### config.mk
export PLATFORM = sky130hd
export DESIGN_NAME = comp16_ctl
export DESIGN_NICKNAME = d
export VERILOG_FILES = /design/src/rtl/comp16_ctl.sv
export SDC_FILE = /design/constraint.sdc
export NUM_CORES = 1
export LEC_CHECK = 0
export ABC_AREA = 0
export CELL_PAD_IN_SITES_DETAIL_PLACEMENT = 0
export CELL_PAD_IN_SITES_GLOBAL_PLACEMENT = 1
export CORE_ASPECT_RATIO = 0.75
export CORE_MARGIN = 2
export CORE_UTILIZATION = 40
export CTS_CLUSTER_DIAMETER = 40
export DETAILED_ROUTE_END_ITERATION = 12
export DONT_BUFFER_PORTS = 1
export PLACE_DENSITY = 0.74
export SETUP_SLACK_MARGIN = 0.2
export SLEW_MARGIN = 25
export SYNTH_ARGS = -nofsm -noshare
export SYNTH_HDL_FRONTEND = slang
export SYNTH_SLANG_ARGS = --single-unit
### constraint.sdc
create_clock -name clk -period 2.3 [get_ports clk]
set_input_delay 0.23 -clock clk [delete_from_list [all_inputs] [get_ports clk]]
set_output_delay 0.23 -clock clk [all_outputs]
set_load 0.005 [all_outputs]
### src/rtl/comp16_ctl.sv
`timescale 1ns/1ps
// comp16_ctl
//
// Sequencer in front of the comp16 compressor. It keeps a host-writable
// shadow gain table, streams it into comp16 over cin/cwe when the host asks
// for a load, and paces sample strobes so the compressor's 8-cycle serial
// multipliers are never overrun. Strobes that cannot be forwarded (during a
// load, or too soon after the previous one) are dropped and counted.
//
// Ports
//   clk      in   system clock, rising edge
//   rstn     in   asynchronous active-low reset
//   hwa      in   host write address into the shadow table
//   hdi      in   host write data
//   hwe      in   host write enable (ignored while busy)
//   hld      in   load request pulse (ignored while busy)
//   hclr     in   clear dropcnt (wins over a simultaneous drop)
//   busy     out  load sequencer is not idle
//   six/siy  in   sample X/Y from the upstream source
//   siv      in   sample strobe
//   dix/diy  out  sample X/Y to comp16
//   iv       out  sample strobe to comp16, one cycle wide
//   cin      out  gain table data to comp16
//   cwe      out  gain table write enable to comp16
//   dropcnt  out  dropped-sample count, saturating
module comp16_ctl #(
  parameter int ENTRIES = 64,
  parameter int MINGAP  = 8,
  parameter int DATA_W  = 16,
  parameter int COEF_W  = 8
) (
  input  logic                         clk,
  input  logic                         rstn,
  input  logic [$clog2(ENTRIES)-1:0]   hwa,
  input  logic [COEF_W-1:0]            hdi,
  input  logic                         hwe,
  input  logic                         hld,
  input  logic                         hclr,
  output logic                         busy,
  input  logic signed [DATA_W-1:0]     six,
  input  logic signed [DATA_W-1:0]     siy,
  input  logic                         siv,
  output logic signed [DATA_W-1:0]     dix,
  output logic signed [DATA_W-1:0]     diy,
  output logic                         iv,
  output logic [COEF_W-1:0]            cin,
  output logic                         cwe,
  output logic [7:0]                   dropcnt
);

  localparam int AW = $clog2(ENTRIES);
  localparam int GW = $clog2(MINGAP + 1);
  localparam logic [AW-1:0] K_LAST     = AW'(ENTRIES - 1);
  localparam logic [GW-1:0] GAP_RELOAD = GW'(MINGAP - 1);

  typedef enum logic [2:0] {
    IDLE  = 3'd0,
    WAIT  = 3'd1,
    PREF  = 3'd2,
    LOAD  = 3'd3,
    FLUSH = 3'd4
  } state_t;

  state_t             state;
  state_t             state_nxt;
  logic [AW-1:0]      k;
  logic [GW-1:0]      gap;
  logic               idle;
  logic               fwd;
  logic               drop;
  logic [AW-1:0]      rd_addr;
  logic               cwe_nxt;
  logic [COEF_W-1:0]  cin_nxt;

  logic [COEF_W-1:0]  mem [ENTRIES];

  // Saturating increment for the drop counter.
  function automatic logic [7:0] sat_inc8(input logic [7:0] v);
    return (v == 8'hFF) ? v : v + 8'd1;
  endfunction

  assign idle = (state == IDLE);
  assign busy = ~idle;

  // A strobe goes through only when no load is in flight and the previous
  // forwarded strobe is at least MINGAP cycles old.
  assign fwd  = siv && idle && (gap == '0);
  assign drop = siv && !fwd;

  // Shadow table: data only, no reset, survives rstn.
  always_ff @(posedge clk) begin
    if (hwe && idle)
      mem[hwa] <= hdi;
  end

  // ---- load FSM: state register ----
  always_ff @(posedge clk or negedge rstn) begin
    if (!rstn)
      state <= IDLE;
    else
      state <= state_nxt;
  end

  // ---- load FSM: next state ----
  // WAIT is left when the gap counter is about to hit zero, so PREF lines
  // up with a quiet multiplier and WAIT never exceeds MINGAP-1 cycles.
  // A strobe forwarded on the same edge as hld reloads the gap counter, so
  // that load has to wait as well.
  always_comb begin
    state_nxt = state;
    case (state)
      IDLE:    if (hld) state_nxt = ((gap != '0) || fwd) ? WAIT : PREF;
      WAIT:    if (gap <= GW'(1)) state_nxt = PREF;
      PREF:    state_nxt = LOAD;
      LOAD:    if (k == K_LAST) state_nxt = FLUSH;
      FLUSH:   state_nxt = IDLE;
      default: state_nxt = IDLE;
    endcase
  end

  // ---- load FSM: outputs ----
  // cin/cwe are registered from the next state, so the table read is issued
  // one cycle ahead: entry 0 from PREF, entry k+1 while presenting entry k.
  always_comb begin
    rd_addr = (state == PREF) ? '0 : k + AW'(1);
    cwe_nxt = (state_nxt == LOAD);
    cin_nxt = cwe_nxt ? mem[rd_addr] : '0;
  end

  always_ff @(posedge clk or negedge rstn) begin
    if (!rstn) begin
      cwe <= 1'b0;
      cin <= '0;
    end else begin
      cwe <= cwe_nxt;
      cin <= cin_nxt;
    end
  end

  always_ff @(posedge clk or negedge rstn) begin
    if (!rstn)
      k <= '0;
    else if (state == PREF)
      k <= '0;
    else if (state == LOAD)
      k <= k + AW'(1);
  end

  // ---- sample path: gap counter and forwarding register ----
  always_ff @(posedge clk or negedge rstn) begin
    if (!rstn)
      gap <= '0;
    else if (fwd)
      gap <= GAP_RELOAD;
    else if (gap != '0)
      gap <= gap - GW'(1);
  end

  always_ff @(posedge clk or negedge rstn) begin
    if (!rstn) begin
      iv  <= 1'b0;
      dix <= '0;
      diy <= '0;
    end else begin
      iv <= fwd;
      if (fwd) begin
        dix <= six;
        diy <= siy;
      end
    end
  end

  // ---- drop counter ----
  always_ff @(posedge clk or negedge rstn) begin
    if (!rstn)
      dropcnt <= '0;
    else if (hclr)
      dropcnt <= '0;
    else if (drop)
      dropcnt <= sat_inc8(dropcnt);
  end

endmodule

==> reports/metrics.csv, run 1 <==
metric,value,unit
vias in the first global route,15300,
Crit-path slowest cell,dfrtp_4,
# setup viols final,8,
max incr delay on CP,510,ps
clk_skew,22.55,ps
clk buf depth,3,
Hold Crit Class,primary input to flip-flop,
"commonest non-fill, non-tap cell in the layout",edfxtp_1,
final period utilization,115.2,%
placed cells,2614,
largest net degree at the start of global routing,65,
Final Hold Vio Count,0,
die area,61250,um^2
R2R Path End,cin[4],
area grow syn2layout,25.52,%
first-pass GRT wire length,98.00,mm
Synthesized Nets,1754,
Post-synth EDFFs,512,
GPL Wtd Cong,0.8725,
GR Util All Layers,21.26,%
TritonCTS clock tree,yes,
sequential share of power,52.4,%
Rows,77,
"CP delay by family, top",flip-flops,
root buf cell,clkbuf_16,
clock sink total,575,
Clock power frac,46.1,%
Setup crit end kind,flip-flop,
Antenna Violating Nets Remaining,0,
DRT Wirelength,66.46,mm
clock network latency to the later pin of the worst-skew pair,610,ps
power share of the combinational group,1.5,%
Diodes inserted,0,
post-synth cell types,74,
worst hold slack,1.790,ps
Least-Margin Pin Slew,700.2,ps
"Top FF cell, synth",edfxtp_1,
"Reg clk slew, reported paths",60,ps
Tot Pwr,21.71,mW
RSZ-0062 raised after global routing,yes,
Synth Cell Area,23710,um^2
#FFs+latches synth,575,
sequential area share after synthesis,71.50,%
CP max FO,5,
drt drc,0,
max-cap viol count,0,
hold path depth,1,
Reg2Reg Launch Point,k[0],
worst path cell trace,ha_4 > clkbuf_16 > buf_4 > mux4_2 > o311a_1 > o31ai_2 > a31o_1 > nor3_2 > or3_1,
CP Launch Type,flip-flop,
synth warn,0,
Final WS setup,-348.9,ps
die height,214.8,um
Max rail drop VDD,0.6535,mV
H-tree depth,2,
Crit path arrival time,3120,ps
R2R Setup Slk,-350,ps
WL/cell,23.86,um
fmax,0.3775,GHz
Initial Util,40.34,%
NumNets Final,2004,
Worst Hold End,mem[12][0],
1st-iter DRT viols,1836,
DP Worst Slack,-624.4,ps
CTS buffer count,57,
vias per std cell,5.604,
Async SR Flop Fraction,10.96,%
detailed placement HPWL,41.99,mm
leakage power,10.95,nW
initial antenna violation count,1,
IO buf count,0,
CP required,2770,ps
fraction of layout cells with a size suffix above 1,26.97,%
Top-Level Pins,103,
grt ovf,0,
Die Width,285.1,um
Post-DP Area,26390,um^2
Vias,15610,
fin cells,2785,
worst min-delay path startpoint,hdi[0],
post-route cell area,29760,um^2
crit path time final,2649,ps
DRT Pass-1 Iters,5,
most frequent cells in the layout,"edfxtp_1 (512), nand2_1 (295), buf_4 (191)",
Internal Pwr Total,17.27,mW
outcome,"finished, violations left",
P per Cell Area,729.4,nW/um^2
Slew HR,53.19,%
worst-case reg-to-reg path depth,9,
final setup TNS,-2363,ps
synthesized area per cell,13.97,um^2
violated checks,setup timing,
Slew Limit Fails,0,
core footprint,58770,um^2
Switching Share,20.46,%
sw power,4.441,mW
"Buf+Inv Stages, Crit Path",2,
synthesized instance count,1697,
Util after Layout,50.64,%
Setup CP Type,flip-flop to flip-flop,
[power by group through the flow]
stage / logic, mW / clock network (mW) / registers [mW]
floorplan: 0.0364 / 0 / 11.6
global placement: 0.0383 / 0 / 11.6
detailed placement: 0.0395 / 0 / 11.6
CTS: 0.326 / 10.2 / 11.4
global route: 0.352 / 10.6 / 11.4
finish: 0.327 / 10.0 / 11.4
[what timing repair did]
item	in CTS	in global routing
hold buffers	45	0
endpoints found under the hold margin	620	0
endpoints found under the setup margin	314	274
buffers inserted	12	2
pin swaps	15	12
gates cloned	2	3
gates resized for setup	70	31
[how the worst max path moves through the flow]
stage | from | endpoint | slack, ps | cells past startpoint
6_report | k[0] | cin[4] | -350 | 9
5_1_grt | k[0] | cin[4] | -390 | 9
4_1_cts | k[0] | cin[4] | -290 | 9
3_5_place_dp | state[0] | cin[3] | -620 | 11
3_3_place_gp | state[0] | cin[1] | -630 | 12
2_1_floorplan | k[1] | cin[4] | 50 | 11
[state kept, by name, indices dropped and copies added, names as in the netlist, 3 cells and up]
signal	flops
dropcnt	8
mem	512
k	6
dix	16
gap	4
state	3
cin	8
diy	16
[worst register-to-register path, stage by stage, from the launching register on]
cell and delay [ps]:
dfrtp_4 510, ha_4 330, clkbuf_16 160, buf_4 120
mux4_2 490, o311a_1 130, o31ai_2 190, a31o_1 190
nor3_2 90, or3_1 320
[synthesized netlist by cell type, drive strengths merged, types with 6 or more instances]
| library cell | instances | area share (%) |
|---|---|---|
| o22ai | 18 | 0.47 |
| xor2 | 8 | 0.33 |
| o31ai | 8 | 0.25 |
| a21oi | 93 | 2.0 |
| o211ai | 15 | 0.54 |
| a31oi | 42 | 1.1 |
| clkbuf | 26 | 0.41 |
| inv | 15 | 0.24 |
| mux4 | 10 | 0.95 |
| nor2 | 101 | 1.6 |
| and2 | 7 | 0.20 |
| and3 | 12 | 0.32 |
| nand2 | 298 | 4.8 |
| mux2i | 59 | 2.5 |
| edfxtp | 512 | 65 |
| a221oi | 10 | 0.53 |
| dfrtp | 63 | 6.6 |
| o21ai | 68 | 1.4 |
| buf | 81 | 2.2 |
| mux2 | 56 | 2.7 |
| a311oi | 6 | 0.22 |
| a211oi | 22 | 0.70 |
| nand3 | 46 | 0.97 |
| nor3 | 12 | 0.25 |
| o221ai | 16 | 0.59 |
| or3 | 13 | 0.34 |
| nor2b | 9 | 0.24 |
[layer usage]
| layer | global-route usage, % | wire length (um) |
|---|---|---|
| met4 | 4.503 | 1271 |
| met2 | 29.91 | 27460 |
| met1 | 31.71 | 29090 |
| met3 | 7.325 | 8641 |
| met5 | 0 | 0 |
[layout make-up]
cell class,count,area [um^2]
clock buffer,70,1556
sequential,575,16960
clock inverter,37,476.7
timing repair buffer,298,3146
multi-input combinational,1000,6580
inverter,15,56.30
tap,790,988.4
fill,4907,29010
[cell families after synthesis]
logic type / synth area share, %
DFF: 71.50
AOI/OAI and AO/OA: 9.151
xor gates and xnor gates: 0.5436
muxes: 6.101
and+or+nand+nor: 9.553
buffers and inverters: 2.887
adders and majority gates: 0.2639
Power figures use the tool's default switching activity.
==> inputs of run 2 (changes only) <==
CORE_UTILIZATION = 48   (was 40)
PLACE_DENSITY = 0.84   (was 0.74)
SLEW_MARGIN = unset   (was 25)
==> reports/metrics.csv, run 2 (synthesized netlist as in run 1, its figures left out) <==
metric,value,unit,change
1st-iter DRT viols,2143,,+17%
# setup viols final,8,,unchanged
DRT Pass-1 Iters,5,,unchanged
GPL Wtd Cong,0.9007,,+3.2%
IO buf count,0,,unchanged
Diodes inserted,0,,unchanged
"CP delay by family, top",buffers and inverters,,
"Buf+Inv Stages, Crit Path",4,,+2
fin cells,2620,,-5.9%
die area,51200,um^2,-16%
P per Cell Area,721.7,nW/um^2,-1.1%
DP Worst Slack,-577.2,ps,+47.21 ps
largest net degree at the start of global routing,65,,unchanged
Max rail drop VDD,0.6983,mV,+6.9%
final period utilization,115.4,%,+0.19 points
initial antenna violation count,0,,-1
area grow syn2layout,24.47,%,
Filler Cell Count,3530,,-28%
CTS buffer count,57,,unchanged
"commonest non-fill, non-tap cell in the layout",edfxtp_1,,
detailed placement HPWL,39.76,mm,-5.3%
fmax,0.3769,GHz,-0.16%
clk_skew,35.07,ps,+12.51 ps
outcome,"finished, violations left",,
Final WS setup,-353.1,ps,-4.273 ps
vias in the first global route,15240,,-0.38%
max-cap viol count,0,,unchanged
worst path cell trace,ha_4 > buf_4 > clkbuf_16 > buf_4 > mux2_2 > o221ai_1 > buf_4 > a31o_1 > nor3_2 > or3_1,,
fraction of layout cells with a size suffix above 1,27.03,%,+0.061 points
Initial Util,48.60,%,+8.3 points
GR Util All Layers,24.79,%,+3.5 points
Crit path arrival time,3120,ps,about the same
CP max FO,8,,+3
die height,196.5,um,-8.6%
DRT Wirelength,65.00,mm,-2.2%
Least-Margin Pin Slew,789.4,ps,+89.19 ps
vias per std cell,5.966,,+6.5%
first-pass GRT wire length,94.80,mm,-3.3%
WP depth,10,,+1
Util after Layout,60.49,%,+9.9 points
Slew HR,47.23,%,-6.0 points
Die Width,260.6,um,-8.6%
R2R Setup Slk,-350,ps,about the same
Reg2Reg Launch Point,k[0],,
Setup crit end,cin[5],,
clock network latency to the later pin of the worst-skew pair,610,ps,about the same
placed cells,2445,,-6.5%
top flop regs,"mem: 512 flops, dix: 16 flops, diy: 16 flops",,
clk buf depth,3,,unchanged
max reg flops,512,,unchanged
Setup crit end kind,flip-flop,,
Crit path top cell by count,buf_4,,
grt ovf,0,,unchanged
final setup TNS,-2009,ps,+353.9 ps
core footprint,48780,um^2,-17%
Hold Crit Class,primary input to flip-flop,,
Rows,70,,-9.1%
root buf cell,clkbuf_16,,
WL/cell,24.81,um,+4.0%
H-tree depth,2,,unchanged
Antenna Violating Nets Remaining,0,,unchanged
CP required,2770,ps,about the same
most frequent cells in the layout,"edfxtp_1 (512), nand2_1 (294), buf_4 (168)",,
R2R Path End,cin[5],,
drt drc,0,,unchanged
CP startpoint,k[0],,
RSZ-0062 raised after global routing,yes,,
TritonCTS clock tree,yes,,
Top-Level Pins,103,,unchanged
violated checks,setup timing,,
Final Hold Vio Count,0,,unchanged
NumNets Final,1983,,-1.0%
leakage power,10.78,nW,-1.6%
Setup CP Type,flip-flop to flip-flop,,
Vias,15630,,+0.15%
Crit-path slowest cell,dfrtp_4,,
worst-case reg-to-reg path depth,10,,+1
max incr delay on CP,500,ps,about the same
clock sink total,575,,unchanged
Reg with most FFs,mem,,
crit path time final,2653,ps,+4.273 ps
CP Launch Type,flip-flop,,
"Reg clk slew, reported paths",70,ps,about the same
Slew Limit Fails,0,,unchanged
-- run 2: metal layers --
layer	GRT usage, %	wire (um)
met5	0	0
met4	6.286	1407
met3	7.112	8247
met2	35.90	28050
met1	36.91	27290
-- run 2: layout make-up --
type	count	area, um^2	area share, %
Clock buffer	66	1481	5.020
Multi-Input combinational cell	1001	6798	23.04
Clock inverter	39	450.4	1.526
Inverter	15	63.81	0.2162
Timing Repair Buffer	276	2950	9.998
Tap cell	648	810.8	2.748
Sequential cell	575	16960	57.46
-- run 2: timing repair --
item                                    4_1_cts  5_1_grt
pin swaps                                     7       21
setup buffers                                 8       11
cloned                                        0        5
hold endpoints to repair                    619        5
hold buffers                                 45        1
endpoints found under the setup margin      377      371
gates resized for setup                      63       91
-- run 2: worst min-delay path by stage --
stage / slack [ps] / end / cells past startpoint / start
2_1_floorplan: -70 / cin[0] / 0 / rstn
3_3_place_gp: -60 / dropcnt[6] / 0 / rstn
3_5_place_dp: -60 / dropcnt[6] / 0 / rstn
4_1_cts: 10 / mem[11][6] / 1 / hdi[6]
5_1_grt: 20 / mem[7][4] / 1 / hdi[4]
6_report: 5 / mem[48][4] / 1 / hdi[4]
-- run 2: per-stage QoR --
step | hold slack (ps) | cell area (um^2) | power (mW)
floorplan | -65.59 | 23960 | 11.64
global placement | -64.27 | 26000 | 11.63
detailed placement | -64.14 | 26000 | 11.64
CTS | 12.74 | 28900 | 21.34
global route | 15.14 | 29510 | 21.82
finish | 5.129 | 29510 | 21.30
-- run 2: power breakdown --
group	internal, mW	total [mW]	switching [mW]
Sequential	11.4	11.4	0.00581
Clock	5.55	9.59	4.04
Combinational	0.0987	0.330	0.231
Total	17.0	21.3	4.28
==> inputs of run 3 (changes only) <==
PLACE_DENSITY = unset   (was 0.84)
PLACE_DENSITY_LB_ADDON = 0.1   (was unset)
SKIP_LAST_GASP = 1   (was unset)
==> reports/metrics.csv, run 3 (synthesized netlist as in run 1, its figures left out) <==
metric,value,unit,change
Final WS setup,-315.1,ps,+38.01 ps
crit path time final,2615,ps,-38.01 ps
clock sink total,575,,unchanged
violated checks,setup timing,,
fin cells,2678,,+2.2%
clock network latency to the later pin of the worst-skew pair,620,ps,about the same
fraction of layout cells with a size suffix above 1,29.11,%,+2.1 points
IO buf count,0,,unchanged
Util after Layout,62.10,%,+1.6 points
Reg with most FFs,mem,,
# setup viols final,8,,unchanged
top flop regs,"mem: 512 flops, dix: 16 flops, diy: 16 flops",,
CP Launch Type,flip-flop,,
GR Util All Layers,26.53,%,+1.7 points
final setup TNS,-2014,ps,-5.120 ps
final period utilization,113.7,%,-1.7 points
Top-Level Pins,103,,unchanged
Setup CP Type,flip-flop to flip-flop,,
met1 Use GR,40.14,%,+3.2 points
core footprint,48780,um^2,unchanged
grt ovf,0,,unchanged
initial antenna violation count,0,,unchanged
clk buf depth,3,,unchanged
GPL Wtd Cong,0.8579,,-4.8%
Vias,15590,,-0.25%
area grow syn2layout,27.79,%,
max incr delay on CP,490,ps,about the same
Max rail drop VDD,0.6730,mV,-3.6%
max-cap viol count,0,,unchanged
1st-iter DRT viols,1745,,-19%
most crowded layer after global routing,met1,,
worst path cell trace,ha_4 > buf_12 > buf_12 > and2_4 > buf_12 > a21oi_1 > a211oi_2 > nor3_1 > or3_1,,
Rows,70,,unchanged
H-tree depth,3,,+1
"commonest non-fill, non-tap cell in the layout",edfxtp_1,,
DRT Pass-1 Iters,5,,unchanged
Crit-path slowest cell,dfrtp_4,,
outcome,"finished, violations left",,
die area,51200,um^2,unchanged
NumNets Final,2032,,+2.5%
Reg2Reg Launch Point,k[0],,
Initial Util,48.60,%,unchanged
placed cells,2481,,+1.5%
Hold Crit Class,primary input to flip-flop,,
detailed placement HPWL,41.97,mm,+5.6%
largest net degree at the start of global routing,65,,unchanged
most frequent cells in the layout,"edfxtp_1 (512), nand2_1 (288), buf_4 (174)",,
Least-Margin Pin Slew,887.4,ps,+98.05 ps
Final Hold Vio Count,0,,unchanged
root buf cell,clkbuf_16,,
Die Width,260.6,um,unchanged
CP required,2790,ps,+20 ps
register area,16960,um^2,unchanged
drt drc,0,,unchanged
CP max FO,19,,+11
RSZ-0062 raised after global routing,yes,,
CP startpoint,k[0],,
max reg flops,512,,unchanged
Antenna Violating Nets Remaining,0,,unchanged
Setup crit end kind,flip-flop,,
vias in the first global route,15060,,-1.1%
Crit path arrival time,3100,ps,-20 ps
vias per std cell,5.822,,-2.4%
die height,196.5,um,unchanged
Tot Pwr,22.55,mW,+5.9%
Slew HR,40.67,%,-6.6 points
met2 usage,37.63,%,+1.7 points
"Reg clk slew, reported paths",60,ps,about the same
CTS buffer count,68,,+19%
first-pass GRT wire length,98.64,mm,+4.0%
DRT Wirelength,67.34,mm,+3.6%
worst min-delay path startpoint,hdi[1],,
clk_skew,25.17,ps,-9.900 ps
P per Cell Area,744.3,nW/um^2,+3.1%
TritonCTS clock tree,yes,,
leakage power,11.14,nW,+3.4%
fmax,0.3824,GHz,+1.5%
WL/cell,25.15,um,+1.4%
met3 Usage GRT,7.767,%,+0.66 points
Crit path top cell by count,buf_12,,
Filler Cell Count,3677,,+4.2%
Slew Limit Fails,0,,unchanged
Diodes inserted,0,,unchanged
Multi-input gate area,6837,um^2,+0.57%
==> run 3: cell count changes in the layout (fill, tap and decap cells not counted), moves of 4 or more <==
| cell | previous run | this run |
|---|---|---|
| nand2_2 | 1 | 7 |
| nor2_1 | 52 | 40 |
| nand2_1 | 294 | 288 |
| a211oi_2 | 9 | 13 |
| clkbuf_16 | 62 | 71 |
| a21oi_2 | 7 | 2 |
| clkinv_1 | 8 | 12 |
| buf_4 | 168 | 174 |
| a21oi_1 | 83 | 91 |
| nor2_4 | 18 | 32 |
| buf_6 | 20 | 56 |
==> run 3: through the flow <==
stage	worst slack [ps]	area [um^2]	hold WS, ps
2_1_floorplan	48.73	23960	-65.59
3_3_place_gp	-642.6	26260	-64.49
3_5_place_dp	-625.2	26260	-64.75
4_1_cts	-283.3	29770	13.28
5_1_grt	-375.9	30300	16.19
6_report	-315.1	30300	22.39
==> run 3: path summary, 6_finish.rpt <==
| check | cells past startpoint | endpoint | slack, ps |
|---|---|---|---|
| min in group asynchronous | 2 | k[3] | 210 |
| worst min register to register | 2 | dix[14] | 500 |
| worst max-delay path | 9 | cin[2] | -320 |
| worst max register to register | 9 | cin[2] | -320 |
| max in group asynchronous | 2 | dix[13] | 1780 |
| worst min-delay path | 1 | mem[51][1] | 20 |
==> run 3: layer usage <==
metal  wire [um]  vias to the layer above
li1            -                     6979
met1       30740                     7878
met2       28860                      638
met3        6424                       97
met4        1312                        0
met5           0                        -
==> run 3: where the power goes <==
group	internal (mW)	leakage, nW	switching (mW)
combinational	0.0990	4.61	0.246
clock	6.48	1.10	4.35
sequential	11.4	5.43	0.00492
==> run 3: area by class of cell <==
class                           instances  share of cell area, %
Clock inverter                         46                  1.532
Sequential cell                       575                  55.96
Tap cell                              648                  2.676
Clock buffer                           79                  5.959
Inverter                               15                 0.1858
Timing Repair Buffer                  315                  11.12
Multi-Input combinational cell       1000                  22.57
==> run 3: what timing repair did <==
item                                   in CTS  in global routing
gates resized for setup                    88                110
endpoints found under the hold margin     621                  0
pin swaps                                  17                 29
setup buffers                              18                  5
cloned                                      2                  1
hold buffers                               46                  0
setup endpoints to repair                 525                402
==> run 3: worst max-delay path: cells and delay by family, from the launching register on <==
| family | cells | cell delay [ps] |
|---|---|---|
| buf+inv | 3 | 440 |
| simple gates | 3 | 700 |
| compound gates | 2 | 570 |
| fa+ha+maj | 1 | 300 |
| flops | 1 | 490 |
